==> src/rtl/ifetch_pkg.sv <==
// rtl/ifetch_pkg.sv - shared types and constants for the instruction fetch controller
package ifetch_pkg;

    localparam int IFETCH_DATA_W      = 32;
    localparam int IFETCH_INSTR_BYTES = 4;
    localparam int IFETCH_MAX_WAIT    = 255;
    localparam int WAIT_CNT_W         = 8;

    typedef enum logic [2:0] {
        IDLE = 3'd0,
        REQ  = 3'd1,
        WAIT = 3'd2,
        HOLD = 3'd3,
        ERR  = 3'd4
    } ifetch_state_t;

endpackage

==> src/rtl/ifetch_if.sv <==
// rtl/ifetch_if.sv - instruction memory and decode handshake bundle
interface ifetch_if
    import ifetch_pkg::*;
#(
    parameter int DATA_W = IFETCH_DATA_W
);
    logic              imem_req;
    logic [DATA_W-1:0] imem_addr;
    logic              imem_gnt;
    logic              imem_rvalid;
    logic [DATA_W-1:0] imem_rdata;
    logic              instr_valid;
    logic [DATA_W-1:0] instr;
    logic [DATA_W-1:0] instr_pc;
    logic              instr_ready;

    modport master (
        output imem_req, imem_addr, instr_valid, instr, instr_pc,
        input  imem_gnt, imem_rvalid, imem_rdata, instr_ready
    );

    modport slave (
        input  imem_req, imem_addr, instr_valid, instr, instr_pc,
        output imem_gnt, imem_rvalid, imem_rdata, instr_ready
    );
endinterface

==> src/rtl/ifetch_timeout.sv <==
// rtl/ifetch_timeout.sv - saturating wait counter with registered expiry flag
module ifetch_timeout
    import ifetch_pkg::*;
#(
    parameter int MAX_WAIT = IFETCH_MAX_WAIT
) (
    input  logic clk,
    input  logic rst,
    input  logic clr_i,
    input  logic en_i,
    output logic expired_o
);

    logic [WAIT_CNT_W-1:0] cnt_q, cnt_d;
    logic                  expired_q, expired_d;

    // Counting stops once expired so a held-off timeout cannot wrap back to zero.
    always_comb begin
        cnt_d     = cnt_q;
        expired_d = expired_q;
        if (clr_i) begin
            cnt_d     = '0;
            expired_d = 1'b0;
        end else if (en_i && !expired_q) begin
            cnt_d     = cnt_q + 1'b1;
            expired_d = (cnt_d == WAIT_CNT_W'(MAX_WAIT));
        end
    end

    always_ff @(posedge clk or posedge rst) begin
        if (rst) begin
            cnt_q     <= '0;
            expired_q <= 1'b0;
        end else begin
            cnt_q     <= cnt_d;
            expired_q <= expired_d;
        end
    end

    assign expired_o = expired_q;

endmodule

==> src/rtl/ifetch_ctrl.sv <==
// rtl/ifetch_ctrl.sv - fetch FSM driving next-PC, imem handshake and decode output
// Optional redirect alignment check enabled by defining IFETCH_ALIGN_CHK_EN.
module ifetch_ctrl
    import ifetch_pkg::*;
#(
    parameter int DATA_W      = IFETCH_DATA_W,
    parameter int INSTR_BYTES = IFETCH_INSTR_BYTES,
    parameter int MAX_WAIT    = IFETCH_MAX_WAIT
) (
    input  logic              pc_clk,
    input  logic              rst,
    input  logic [DATA_W-1:0] pc_in,
    output logic [DATA_W-1:0] pc_next,
    input  logic              redirect_valid,
    input  logic [DATA_W-1:0] redirect_target,
    output logic              fetch_err,
    ifetch_if.master          bus
);

    ifetch_state_t     state_q, state_d;
    logic              kill_q, kill_d;
    logic [DATA_W-1:0] fetch_pc_q, fetch_pc_d;
    logic [DATA_W-1:0] instr_q, instr_d;
    logic [DATA_W-1:0] instr_pc_q, instr_pc_d;
    logic              timeout;
    logic              redir_bad;
    logic              req;

`ifdef IFETCH_ALIGN_CHK_EN
    assign redir_bad = redirect_valid && (redirect_target[1:0] != 2'b00);
`else
    assign redir_bad = 1'b0;
`endif

    ifetch_timeout #(.MAX_WAIT(MAX_WAIT)) u_timeout (
        .clk       (pc_clk),
        .rst       (rst),
        .clr_i     (state_d != WAIT),
        .en_i      (state_q == WAIT),
        .expired_o (timeout)
    );

    always_comb begin
        state_d    = state_q;
        kill_d     = kill_q;
        fetch_pc_d = fetch_pc_q;
        instr_d    = instr_q;
        instr_pc_d = instr_pc_q;
        pc_next    = pc_in;
        req        = 1'b0;
        fetch_err  = 1'b0;

        case (state_q)
            IDLE: state_d = REQ;
            REQ: begin
                req = !redirect_valid;
                if (req && bus.imem_gnt) begin
                    fetch_pc_d = pc_in;
                    pc_next    = pc_in + DATA_W'(INSTR_BYTES);
                    state_d    = WAIT;
                end
            end
            WAIT: begin
                if (bus.imem_rvalid) begin
                    if (kill_q || redirect_valid) begin
                        kill_d  = 1'b0;
                        state_d = REQ;
                    end else begin
                        instr_d    = bus.imem_rdata;
                        instr_pc_d = fetch_pc_q;
                        state_d    = HOLD;
                    end
                end else if (redirect_valid) begin
                    kill_d = 1'b1;
                end else if (timeout) begin
                    fetch_err = 1'b1;
                    state_d   = ERR;
                end
            end
            HOLD: if (bus.instr_ready) state_d = REQ;
            ERR:  state_d = ERR;
            default: state_d = IDLE;
        endcase

        // Redirect overrides everything; an unanswered request keeps WAIT to drain its response.
        if (redirect_valid) begin
            if (redir_bad) begin
                fetch_err = 1'b1;
                pc_next   = pc_in;
                state_d   = ERR;
            end else begin
                pc_next = redirect_target;
                if (!(state_q == WAIT && !bus.imem_rvalid)) state_d = REQ;
            end
        end
    end

    always_ff @(posedge pc_clk or posedge rst) begin
        if (rst) begin
            state_q    <= IDLE;
            kill_q     <= 1'b0;
            fetch_pc_q <= '0;
            instr_q    <= '0;
            instr_pc_q <= '0;
        end else begin
            state_q    <= state_d;
            kill_q     <= kill_d;
            fetch_pc_q <= fetch_pc_d;
            instr_q    <= instr_d;
            instr_pc_q <= instr_pc_d;
        end
    end

    assign bus.imem_req    = req;
    assign bus.imem_addr   = pc_in;
    assign bus.instr_valid = (state_q == HOLD);
    assign bus.instr       = instr_q;
    assign bus.instr_pc    = instr_pc_q;

endmodule

==> src/flat_wrapper.sv <==
// flat-port wrapper written by rule: the top's interface ports become plain ports
module ifetch_ctrl_flat import ifetch_pkg::*;
#(
    parameter int DATA_W      = IFETCH_DATA_W,
    parameter int INSTR_BYTES = IFETCH_INSTR_BYTES,
    parameter int MAX_WAIT    = IFETCH_MAX_WAIT
)
  (pc_clk, rst, pc_in, pc_next, redirect_valid, redirect_target, fetch_err, bus_imem_req, bus_imem_addr, bus_instr_valid, bus_instr, bus_instr_pc, bus_imem_gnt, bus_imem_rvalid, bus_imem_rdata, bus_instr_ready);
  ifetch_if #(.DATA_W(DATA_W)) bus_i ();
  input  logic pc_clk;
  input  logic rst;
  input  logic [DATA_W-1:0] pc_in;
  output logic [DATA_W-1:0] pc_next;
  input  logic redirect_valid;
  input  logic [DATA_W-1:0] redirect_target;
  output logic fetch_err;
  output wire logic [$bits(bus_i.imem_req)-1:0] bus_imem_req;
  output wire logic [$bits(bus_i.imem_addr)-1:0] bus_imem_addr;
  output wire logic [$bits(bus_i.instr_valid)-1:0] bus_instr_valid;
  output wire logic [$bits(bus_i.instr)-1:0] bus_instr;
  output wire logic [$bits(bus_i.instr_pc)-1:0] bus_instr_pc;
  input wire logic [$bits(bus_i.imem_gnt)-1:0] bus_imem_gnt;
  input wire logic [$bits(bus_i.imem_rvalid)-1:0] bus_imem_rvalid;
  input wire logic [$bits(bus_i.imem_rdata)-1:0] bus_imem_rdata;
  input wire logic [$bits(bus_i.instr_ready)-1:0] bus_instr_ready;
  assign bus_imem_req = bus_i.imem_req;
  assign bus_imem_addr = bus_i.imem_addr;
  assign bus_instr_valid = bus_i.instr_valid;
  assign bus_instr = bus_i.instr;
  assign bus_instr_pc = bus_i.instr_pc;
  assign bus_i.imem_gnt = bus_imem_gnt;
  assign bus_i.imem_rvalid = bus_imem_rvalid;
  assign bus_i.imem_rdata = bus_imem_rdata;
  assign bus_i.instr_ready = bus_instr_ready;
  ifetch_ctrl #(.DATA_W(DATA_W), .INSTR_BYTES(INSTR_BYTES), .MAX_WAIT(MAX_WAIT)) u_core (.pc_clk(pc_clk), .rst(rst), .pc_in(pc_in), .pc_next(pc_next), .redirect_valid(redirect_valid), .redirect_target(redirect_target), .fetch_err(fetch_err), .bus(bus_i));
endmodule
==> config.mk <==
export PLATFORM = sky130hd
export DESIGN_NAME = ifetch_ctrl_flat
export DESIGN_NICKNAME = d
export VERILOG_FILES = /design/src/rtl/ifetch_pkg.sv /design/src/rtl/ifetch_if.sv /design/src/rtl/ifetch_timeout.sv /design/src/rtl/ifetch_ctrl.sv /design/src/flat_wrapper.sv
export SDC_FILE = /design/constraint.sdc
export NUM_CORES = 1
export LEC_CHECK = 0
export BUFFER_PORTS_ARGS = -buffer_cell sky130_fd_sc_hd__buf_2
export CAP_MARGIN = 20
export CELL_PAD_IN_SITES_DETAIL_PLACEMENT = 1
export CELL_PAD_IN_SITES_GLOBAL_PLACEMENT = 1
export CORE_UTILIZATION = 33
export CTS_CLUSTER_DIAMETER = 80
export DETAILED_ROUTE_END_ITERATION = 8
export PLACE_DENSITY = 0.82
export SETUP_SLACK_MARGIN = 0.2
export SKIP_CTS_REPAIR_TIMING = 1
export SYNTH_ARGS = -nofsm -noshare
export SYNTH_HDL_FRONTEND = slang
export SYNTH_SLANG_ARGS = --single-unit
export TNS_END_PERCENT = 1
==> constraint.sdc <==
create_clock -name pc_clk -period 4 [get_ports pc_clk]
set_clock_uncertainty 0.15 [all_clocks]
set_input_delay 1.2 -clock pc_clk [delete_from_list [all_inputs] [get_ports pc_clk]]
set_output_delay 1.2 -clock pc_clk [all_outputs]
set_load 0.01 [all_outputs]
==> impl_results.md, run 1 <==
- Max clock buf depth: 2
- Root buf cell: clkbuf_16
- Area Growth Syn to Fin: 36.2%
- Final ANT Viol Nets: 0
- Critical-path top delay cell: or4_4
- Fin Setup TNS: -3.51 ns
- Io pins: 233
- Critical-path cell list: buf_2 -> nand4_1 -> or4_4 -> or3_1 -> or3_1 -> a31oi_2 -> buf_2
- Ys flop type: dfrtp_1
- WS Path Type: input port to output pin
- Final worst slack: -0.521 ns
- Vias in the first global route: 4952
- FF-to-FF End: u_core.u_timeout.cnt_q[1]
- Share of flip-flops with an asynchronous set or reset: 1.00
- Reg-to-reg slack, setup: 1.61 ns
- IO buf count: 232
- Post-synthesis sequential area ratio: 0.493
- Total CTS buffers: 9
- Hold path depth: 2
- CP endpoint: pc_next[31]
- Die height: 132 µm
- Placed wire-length estimate: 12.8 mm
- Fill cell count: 1845
- R2R depth: 5
- Commonest non-fill, non-tap cell in the layout: buf_2
- Average vias per placed instance: 4.85
- Worst setup startpoint: pc_in[14]
- Number of enable flip-flop cells after synthesis: 0
- Worst-margin pin slew: 0.938 ns
- Global-route wire length before repair: 26.7 mm
- Worst Setup Start Kind: input port
- Yosys warning total: 0
- Drt first pass iters: 4
- Core area: 0.0161 mm²
- RR Startpoint: u_core.state_q[1]
- Final Util: 0.468
- Peak VDD IR: 0.202 mV
- Total track usage: 0.195
- Leak Pwr: 0.00376 µW
- Die ar.: 0.0173 mm²
- Register area: 0.00273 mm²
- Routed wire length: 16.6 mm
- Clock-pin slew on the worst setup and hold paths: 0.07 ns
- Die width: 132 µm
- Syn avg cell area: 11.2 µm²
- Post-Synthesis Cells: 493
- Largest net degree at the start of global routing: 63
- Share of layout cells above drive strength 1: 0.577
- Overall Power: 3110 µW
- Setup crit end kind: output pin
- Sink Count: 109
- Outcome: complete, but fails checks
- Gr ovfl total: 0
- Routed len/inst: 17.5 µm
- Slew headroom: 0.374
- Clk Latency, worst-skew pair: 0.35 ns
- Critical Path RT: 2.65 ns
- Post-layout minimum cycle time: 4.52 ns
- Power Dens Cells: 412 mW/mm²
- Flops & latches, synth: 109
- # setup viols final: 19
- DRT iter0 DRCs: 102
- DR DRC count: 0
- Violated checks: setup timing
- Max-cap viol count: 0
- Initial Util: 0.343
- Syn nets: 598
- Routed vias: 4601
- Arrival time of the worst setup path: 3.17 ns
- Critical path's largest stage delay: 0.61 ns
- Placed inst area: 0.00700 mm²
- # rows: 46
- CTS tree: built
- Nets: 831
- FMAX: 221 MHz
- CTS H-tree lvls: 3
- Initial antenna violation count: 2
- Ratio of final minimum period to clock period: 1.13
- HP Class: flop to flop
- Finished Cell Area: 0.00754 mm²
- RSZ-0062 raised after global routing: true
- Area of the multi-input gates: 0.00262 mm²
- Final slew viol count: 0
- Cell Area, Synth: 0.00553 mm²
- Max FO, Critical Path: 4
- Most frequent cells in the layout: buf_2, dfrtp_1, mux2_2
- Synth unique cells: 44
- Gpl congestion: 0.776
- Hold Fails Final Rpt: 0
[logic make-up after synthesis]
group                    Yosys count  synth area share
buffers and inverters             66            0.0685
XOR/XNOR                          36            0.0570
multiplexers                      97             0.197
AND/OR/NAND/NOR                  132             0.125
flip-flops                       109             0.493
adder cells (fa/ha/maj)            3           0.00678
AO/OA/AOI/OAI                     50            0.0525
[how the worst min path moves through the flow]
| stage | startpoint | to | slack [ns] |
|---|---|---|---|
| 2_1_floorplan | u_core.fetch_pc_q[11] | u_core.fetch_pc_q[11] | 0.30 |
| 3_3_place_gp | u_core.fetch_pc_q[9] | u_core.fetch_pc_q[9] | 0.31 |
| 3_5_place_dp | u_core.fetch_pc_q[22] | u_core.fetch_pc_q[22] | 0.32 |
| 4_1_cts | u_core.fetch_pc_q[22] | u_core.fetch_pc_q[22] | 0.34 |
| 5_1_grt | u_core.fetch_pc_q[31] | u_core.bus.instr_pc[31] | 0.37 |
| 6_report | u_core.fetch_pc_q[24] | u_core.fetch_pc_q[24] | 0.33 |
[routing by layer]
| metal | vias to the layer above | GRT usage | wire, µm |
|---|---|---|---|
| met1 | 2260 | 0.235 | 6910 |
| met3 | 20 | 0.0440 | 920 |
| met5 | - | 0 | 0 |
| li1 | 2171 | - | - |
| met2 | 150 | 0.340 | 8480 |
| met4 | 0 | 0.0678 | 295 |
[worst max-delay path, delay by kind of cell]
family,cells,cell delay (ns)
AND/OR/NAND/NOR,4,1.57
buffers and inverters,2,0.26
AO/OA/AOI/OAI,1,0.14
[through the flow]
step	instances	worst slack (ns)	hold slack (ns)
detailed placement	931	-0.518	0.323
finish	948	-0.521	0.334
CTS	947	-0.528	0.340
global route	948	-0.581	0.368
floorplan	493	-0.190	0.296
global placement	931	-0.462	0.310
[power by group]
group	total, µW	leakage, µW	switching, µW	internal, µW
combinational	712	0.00220	352	360
sequential	1410	0.00141	101	1310
clock	989	0.000161	430	560
[sequential cells by signal, indices dropped and copies added (netlist names)]
register	flops
u_core.bus.instr	32
u_core.bus.instr_pc	32
u_core.fetch_pc_q	32
u_core.kill_q	1
u_core.state_q	3
u_core.u_timeout.cnt_q	8
u_core.u_timeout.expired_o	1
[synthesized netlist by cell type (all sizes together) (3+ instances only)]
library cell,instances,area share
xor2,12,0.019
inv,8,0.0054
o21ai,33,0.030
dfrtp,109,0.49
xnor2,24,0.038
mux2,96,0.20
nor4,13,0.015
nand3,11,0.0099
nand4,12,0.016
nand2b,4,0.0045
buf,36,0.048
nor3,11,0.0099
a21oi,5,0.0045
nor2,18,0.012
ha,3,0.0068
nand2,46,0.031
clkbuf,21,0.014
[final cells by class]
type,count,share of cell area
Timing Repair Buffer,279,0.205
Tap cell,216,0.0359
Inverter,9,0.00498
Multi-Input combinational cell,318,0.348
Antenna cell,1,0.000332
Clock inverter,7,0.0138
Clock buffer,9,0.0299
Sequential cell,109,0.362
Note: power is estimated with default switching activity, not from simulation.
==> inputs of run 2 (changes only) <==
--- a/config.mk
+++ b/config.mk
@@ -14,7 +14,6 @@
 export DETAILED_ROUTE_END_ITERATION = 8
 export PLACE_DENSITY = 0.82
 export SETUP_SLACK_MARGIN = 0.2
-export SKIP_CTS_REPAIR_TIMING = 1
 export SYNTH_ARGS = -nofsm -noshare
 export SYNTH_HDL_FRONTEND = slang
 export SYNTH_SLANG_ARGS = --single-unit
==> run 2 against run 1 <==
Net effect: the flow still finishes with violations (setup timing); cell area increased by 1.2%; clock-buffer cell count unchanged; critical path type unchanged; fmax increased by 0.90%; power increased by 0.29%; register-to-register slack about the same; sequential share of layout area decreased by 0.44 points; die area unchanged; worst setup slack improved by 0.040 ns; critical path depth unchanged; global-route usage increased by 0.37 points; final cell count increased by 0.11%; wire length increased by 1.2%.
==> impl_results.md, run 2 (synthesized netlist as in run 1, its figures left out) <==
- Outcome: complete, but fails checks (unchanged)
- Violated checks: setup timing (unchanged)
- Critical path's largest stage delay: 0.61 ns (about the same)
- Hold Fails Final Rpt: 0 (unchanged)
- Leak Pwr: 0.00379 µW (was 0.00376 µW)
- Die height: 132 µm (unchanged)
- Slew headroom: 0.381 (was 0.374)
- Setup crit end kind: output pin (unchanged)
- Overall Power: 3120 µW (was 3110 µW)
- Hold_buf cts: 0
- CP top delay family: simple AND/OR/NAND/NOR gates (unchanged)
- Final slew viol count: 0 (unchanged)
- Total CTS buffers: 9 (unchanged)
- Die width: 132 µm (unchanged)
- Peak VDD IR: 0.202 mV (about the same)
- Arrival time of the worst setup path: 3.13 ns (was 3.17 ns)
- Sink Count: 109 (unchanged)
- Initial Util: 0.343 (unchanged)
- Worst Setup Start Kind: input port (unchanged)
- Power Dens Cells: 408 mW/mm² (was 412 mW/mm²)
- Average vias per placed instance: 4.88 (was 4.85)
- CTS H-tree lvls: 3 (unchanged)
- Root buf cell: clkbuf_16 (unchanged)
- Clk Latency, worst-skew pair: 0.35 ns (about the same)
- Critical-path top delay cell: or4_4 (unchanged)
- DR DRC count: 0 (unchanged)
- Buf+Inv Stages, Crit Path: 2 (unchanged)
- Most frequent cells in the layout: buf_2, dfrtp_1, mux2_2 (unchanged)
- WS Path Type: input port to output pin (unchanged)
- Finished Cell Area: 0.00763 mm² (was 0.00754 mm²)
- # rows: 46 (unchanged)
- Total track usage: 0.199 (was 0.195)
- Io pins: 233 (unchanged)
- Worst-margin pin slew: 0.926 ns (was 0.938 ns)
- Global-route wire length before repair: 27.2 mm (was 26.7 mm)
- Ratio of final minimum period to clock period: 1.12 (was 1.13)
- Largest net degree at the start of global routing: 63 (unchanged)
- Clock-pin slew on the worst setup and hold paths: 0.07 ns (about the same)
- CTS tree: built (unchanged)
- Max FO, Critical Path: 3 (was 4)
- Drt first pass iters: 4 (unchanged)
- Die ar.: 0.0173 mm² (unchanged)
- HP Class: flop to flop (unchanged)
- Share of layout cells above drive strength 1: 0.583 (was 0.577)
- Routed len/inst: 17.7 µm (was 17.5 µm)
- Max-cap viol count: 0 (unchanged)
- IO buf count: 232 (unchanged)
- Nets: 832 (was 831)
- DRT iter0 DRCs: 107 (was 102)
- Final ANT Viol Nets: 0 (unchanged)
- Core area: 0.0161 mm² (unchanged)
- Initial antenna violation count: 2 (unchanged)
- Placed wire-length estimate: 12.8 mm (unchanged)
- Routed wire length: 16.8 mm (was 16.6 mm)
- Gpl congestion: 0.776 (unchanged)
- Post-layout minimum cycle time: 4.48 ns (was 4.52 ns)
- Routed vias: 4634 (was 4601)
- Fin Setup TNS: -3.41 ns (was -3.51 ns)
- Commonest non-fill, non-tap cell in the layout: buf_2 (unchanged)
- Critical-path cell list: buf_6 -> nand4_1 -> or4_4 -> or3_4 -> or3_4 -> a31oi_4 -> buf_6 (was buf_2 -> nand4_1 -> or4_4 -> or3_1 -> or3_1 -> a31oi_2 -> buf_2)
- # setup viols final: 18 (was 19)
- Area Growth Syn to Fin: 37.9% (was 36.2%)
- Max clock buf depth: 2 (unchanged)
- Vias in the first global route: 4972 (was 4952)
- Placed inst area: 0.00700 mm² (unchanged)
- WHS: 0.333 ns (was 0.334 ns)
- FMAX: 223 MHz (was 221 MHz)
- Gr ovfl total: 0 (unchanged)
- Final worst slack: -0.480 ns (was -0.521 ns)
- Critical Path RT: 2.65 ns (about the same)
- RSZ-0062 raised after global routing: true (unchanged)
run 2: area by class of cell:
class | count | area (µm²)
repair buffers | 280 | 1590
clock inverters | 7 | 104
flip-flops and latches | 109 | 2730
clock buffers | 9 | 225
diodes | 1 | 2.50
fillers | 1831 | 8480
well taps | 216 | 270
multi-input cells | 318 | 2670
inverters | 9 | 37.5
run 2: power by group:
| part | internal, µW | leakage [µW] | switching (µW) |
|---|---|---|---|
| Combinational | 364 | 0.00223 | 356 |
| Sequential | 1310 | 0.00141 | 101 |
| Clock | 560 | 0.000161 | 430 |
| Total | 2230 | 0.00379 | 888 |
run 2: routing by layer:
metal,global-route usage,share of wire,vias up,wire [µm]
met2,0.346,0.51,154,8590
met4,0.0704,0.017,0,289
met5,0,0,-,0
met1,0.240,0.42,2285,7010
li1,-,-,2175,-
met3,0.0436,0.055,20,924
run 2: worst register-to-register path, stage by stage, from the launching register on:
cell and delay [ns]:
dfrtp_1 0.55, or3b_2 0.52, nor2_1 0.17, a2bb2oi_1 0.11, a2111o_1 0.58, a211oi_1 0.24
run 2: final timing paths:
| path | endpoint | depth (start not counted) | from | slack (ns) |
|---|---|---|---|---|
| min | u_core.fetch_pc_q[24] | 2 | u_core.fetch_pc_q[24] | 0.33 |
| min in group asynchronous | u_core.bus.instr[26] | 2 | rst | 0.87 |
| max | pc_next[31] | 7 | pc_in[14] | -0.48 |
| min reg2reg | u_core.fetch_pc_q[24] | 2 | u_core.fetch_pc_q[24] | 0.33 |
| max in group asynchronous | u_core.u_timeout.cnt_q[0] | 3 | rst | 2.05 |
| max reg2reg | u_core.u_timeout.cnt_q[1] | 5 | u_core.state_q[1] | 1.60 |
run 2: stage by stage:
stage	setup slack, ns	util	std cells
detailed placement	-0.518	0.435	931
global placement	-0.462	0.435	931
global route	-0.512	0.474	949
CTS	-0.527	0.466	948
finish	-0.480	0.474	949
floorplan	-0.190	-	493
run 2: what timing repair did:
item	4_1_cts	5_1_grt
cloned	0	0
pin swaps	10	9
resized for setup	33	23
setup endpoints to repair	29	28
buffers inserted	1	0
==> inputs of run 3 (changes only) <==
--- a/config.mk
+++ b/config.mk
@@ -9,6 +9,7 @@
 export CAP_MARGIN = 20
 export CELL_PAD_IN_SITES_DETAIL_PLACEMENT = 1
 export CELL_PAD_IN_SITES_GLOBAL_PLACEMENT = 1
+export CORE_ASPECT_RATIO = 2
 export CORE_UTILIZATION = 33
 export CTS_CLUSTER_DIAMETER = 80
 export DETAILED_ROUTE_END_ITERATION = 8
==> run 3 against run 2 <==
Net effect: the flow still finishes with violations (setup timing); combinational power grew 1%; core utilization shrank 0.96 points; non-clock buffer count shrank 3; first-iteration DRC count grew 4.7%; clock power shrank 8.8%; die area grew 0.18%; global-route usage grew 0.89 points; critical path type unchanged; highest routed layer unchanged.
==> impl_results.md, run 3 (synthesized netlist as in run 1, its figures left out) <==
- Routed vias: 4629 (was 4634)
- Hold Fails Final Rpt: 0 (unchanged)
- Total CTS buffers: 9 (unchanged)
- Average vias per placed instance: 4.96 (was 4.88)
- Met2 Use GR: 0.414 (was 0.346)
- Sink Count: 109 (unchanged)
- Worst Setup Start Kind: input port (unchanged)
- # rows: 66 (was 46)
- Clk Latency, worst-skew pair: 0.35 ns (about the same)
- Gpl congestion: 0.801 (was 0.776)
- Most frequent cells in the layout: buf_2, dfrtp_1, mux2_2 (unchanged)
- Largest net degree at the start of global routing: 94 (was 63)
- Power Dens Cells: 401 mW/mm² (was 408 mW/mm²)
- Hold_buf cts: 0 (unchanged)
- Max clock buf depth: 2 (unchanged)
- Outcome: complete, but fails checks (unchanged)
- Switching share of power: 0.289 (was 0.285)
- Peak VDD IR: 0.200 mV (was 0.202 mV)
- Critical Path RT: 2.65 ns (about the same)
- Slew headroom: 0.431 (was 0.381)
- Gate power share: 0.239 (was 0.231)
- Global-route wire length before repair: 26.8 mm (was 27.2 mm)
- Violated checks: setup timing (unchanged)
- Die width: 93.6 µm (was 132 µm)
- Clock-pin slew on the worst setup and hold paths: 0.07 ns (about the same)
- Initial Util: 0.338 (was 0.343)
- RSZ-0062 raised after global routing: true (unchanged)
- # setup viols final: 14 (was 18)
- Max-cap viol count: 0 (unchanged)
- Top Usage Layer GRT: met2 (unchanged)
- Met1 Usage GRT: 0.203 (was 0.240)
- DR DRC count: 0 (unchanged)
- Placed wire-length estimate: 13.3 mm (was 12.8 mm)
- Routed wire length: 17.4 mm (was 16.8 mm)
- Commonest non-fill, non-tap cell in the layout: buf_2 (unchanged)
- Vias in the first global route: 4960 (was 4972)
- FMAX: 228 MHz (was 223 MHz)
- Final ANT Viol Nets: 0 (unchanged)
- Post-layout minimum cycle time: 4.39 ns (was 4.48 ns)
- Final slew viol count: 0 (unchanged)
- HP Class: flop to flop (unchanged)
- Internal Power: 2160 µW (was 2230 µW)
- Ratio of final minimum period to clock period: 1.10 (was 1.12)
- IO buf count: 232 (unchanged)
- Grt met3 use: 0.0320 (was 0.0436)
- Die height: 185 µm (was 132 µm)
- Clock power share: 0.297 (was 0.318)
- Setup slack at placement: -0.493 ns (was -0.518 ns)
- WS Path Type: input port to output pin (unchanged)
- Share of layout cells above drive strength 1: 0.582 (was 0.583)
- CTS H-tree lvls: 3 (unchanged)
- RR Startpoint: u_core.state_q[1] (unchanged)
- Psw: 877 µW (was 888 µW)
- Final worst slack: -0.389 ns (was -0.480 ns)
- Leak Pwr: 0.00379 µW (about the same)
- Final std cells w/o fill: 933 (was 949)
- Root buf cell: clkbuf_16 (unchanged)
- Initial antenna violation count: 0 (was 2)
- CTS tree: built (unchanged)
- Cells after DPL: 915 (was 931)
- Worst-margin pin slew: 0.851 ns (was 0.926 ns)
- # diodes: 0 (was 1)
- Worst setup startpoint: pc_in[12] (was pc_in[14])
- Io pins: 233 (unchanged)
- Nets: 829 (was 832)
- Area Growth Syn to Fin: 37.1% (was 37.9%)
- Gr ovfl total: 0 (unchanged)
- Final Util: 0.464 (was 0.474)
- Sequential Power Share: 0.464 (was 0.451)
- Arrival time of the worst setup path: 3.04 ns (was 3.13 ns)
- DRT iter0 DRCs: 112 (was 107)
- Drt first pass iters: 4 (unchanged)
- Max FO, Critical Path: 2 (was 3)
- Routed len/inst: 18.7 µm (was 17.7 µm)
- Hold path startpoint: u_core.fetch_pc_q[22] (was u_core.fetch_pc_q[24])
- Die ar.: 0.0173 mm² (about the same)
- Core area: 0.0164 mm² (was 0.0161 mm²)
- Total track usage: 0.207 (was 0.199)
- Setup crit end kind: output pin (unchanged)
[run 3: cell types whose count changed in the layout (fill, tap and decap cells not counted), sizes merged]
cell and change:
clkinvlp +1, inv -2, buf -3, bufinv -1, clkinv +1, clkbuf +1, diode -1
[run 3: final cells by class]
type | count | area [µm²]
inverters | 9 | 37.5
repair buffers | 277 | 1580
clock inverters | 6 | 68.8
fillers | 1863 | 8770
clock buffers | 10 | 229
flip-flops and latches | 109 | 2730
multi-input cells | 318 | 2680
well taps | 204 | 255
[run 3: path summary, 6_finish.rpt]
path	endpoint	slack, ns	cells past startpoint
max in group asynchronous	u_core.bus.instr_pc[18]	2.16	3
setup reg to reg	u_core.u_timeout.cnt_q[1]	1.66	5
min in group asynchronous	u_core.bus.instr[9]	0.71	2
setup / recovery	pc_next[31]	-0.39	7
hold / removal	u_core.fetch_pc_q[22]	0.34	2
hold reg to reg	u_core.fetch_pc_q[22]	0.34	2
[run 3: per-layer routing]
metal	share of wire	routed length (µm)	up-vias
met5	0	0	-
met4	0.028	495	0
met3	0.038	662	28
met2	0.59	10300	129
met1	0.34	6000	2313
li1	-	-	2159
[run 3: per-stage QoR]
stage	total power, µW	TNS [ns]	hold WS [ns]	area, µm²
after CTS	3070	-2.35	0.337	7440
after global placement	2110	-4.97	0.310	6960
after floorplan	1800	-0.376	0.296	5540
final	3040	-2.05	0.340	7580
after detailed placement	2140	-6.54	0.321	6960
after global routing	3190	-3.95	0.372	7580
[run 3: worst max-delay path, stage by stage]
cell,delay (ns)
buf_2,0.09
nand4_1,0.11
or4_4,0.57
or3_4,0.40
o21ai_0,0.39
a31oi_4,0.13
buf_6,0.14
[run 3: power by group through the flow]
stage                     combinational [µW]  clock, µW  sequential (µW)
final                                    728        903             1410
after global routing                     791        967             1440
after CTS                                729        934             1410
after detailed placement                 716          0             1430
after global placement                   694          0             1410
after floorplan                          330          0             1470
[run 3: what timing repair did]
action / CTS / global route
setup buffers: 1 / 1
pin swaps: 6 / 6
endpoints found under the hold margin: 0 / 0
setup endpoints to repair: 30 / 27
resized for setup: 35 / 29
cloned: 0 / 0
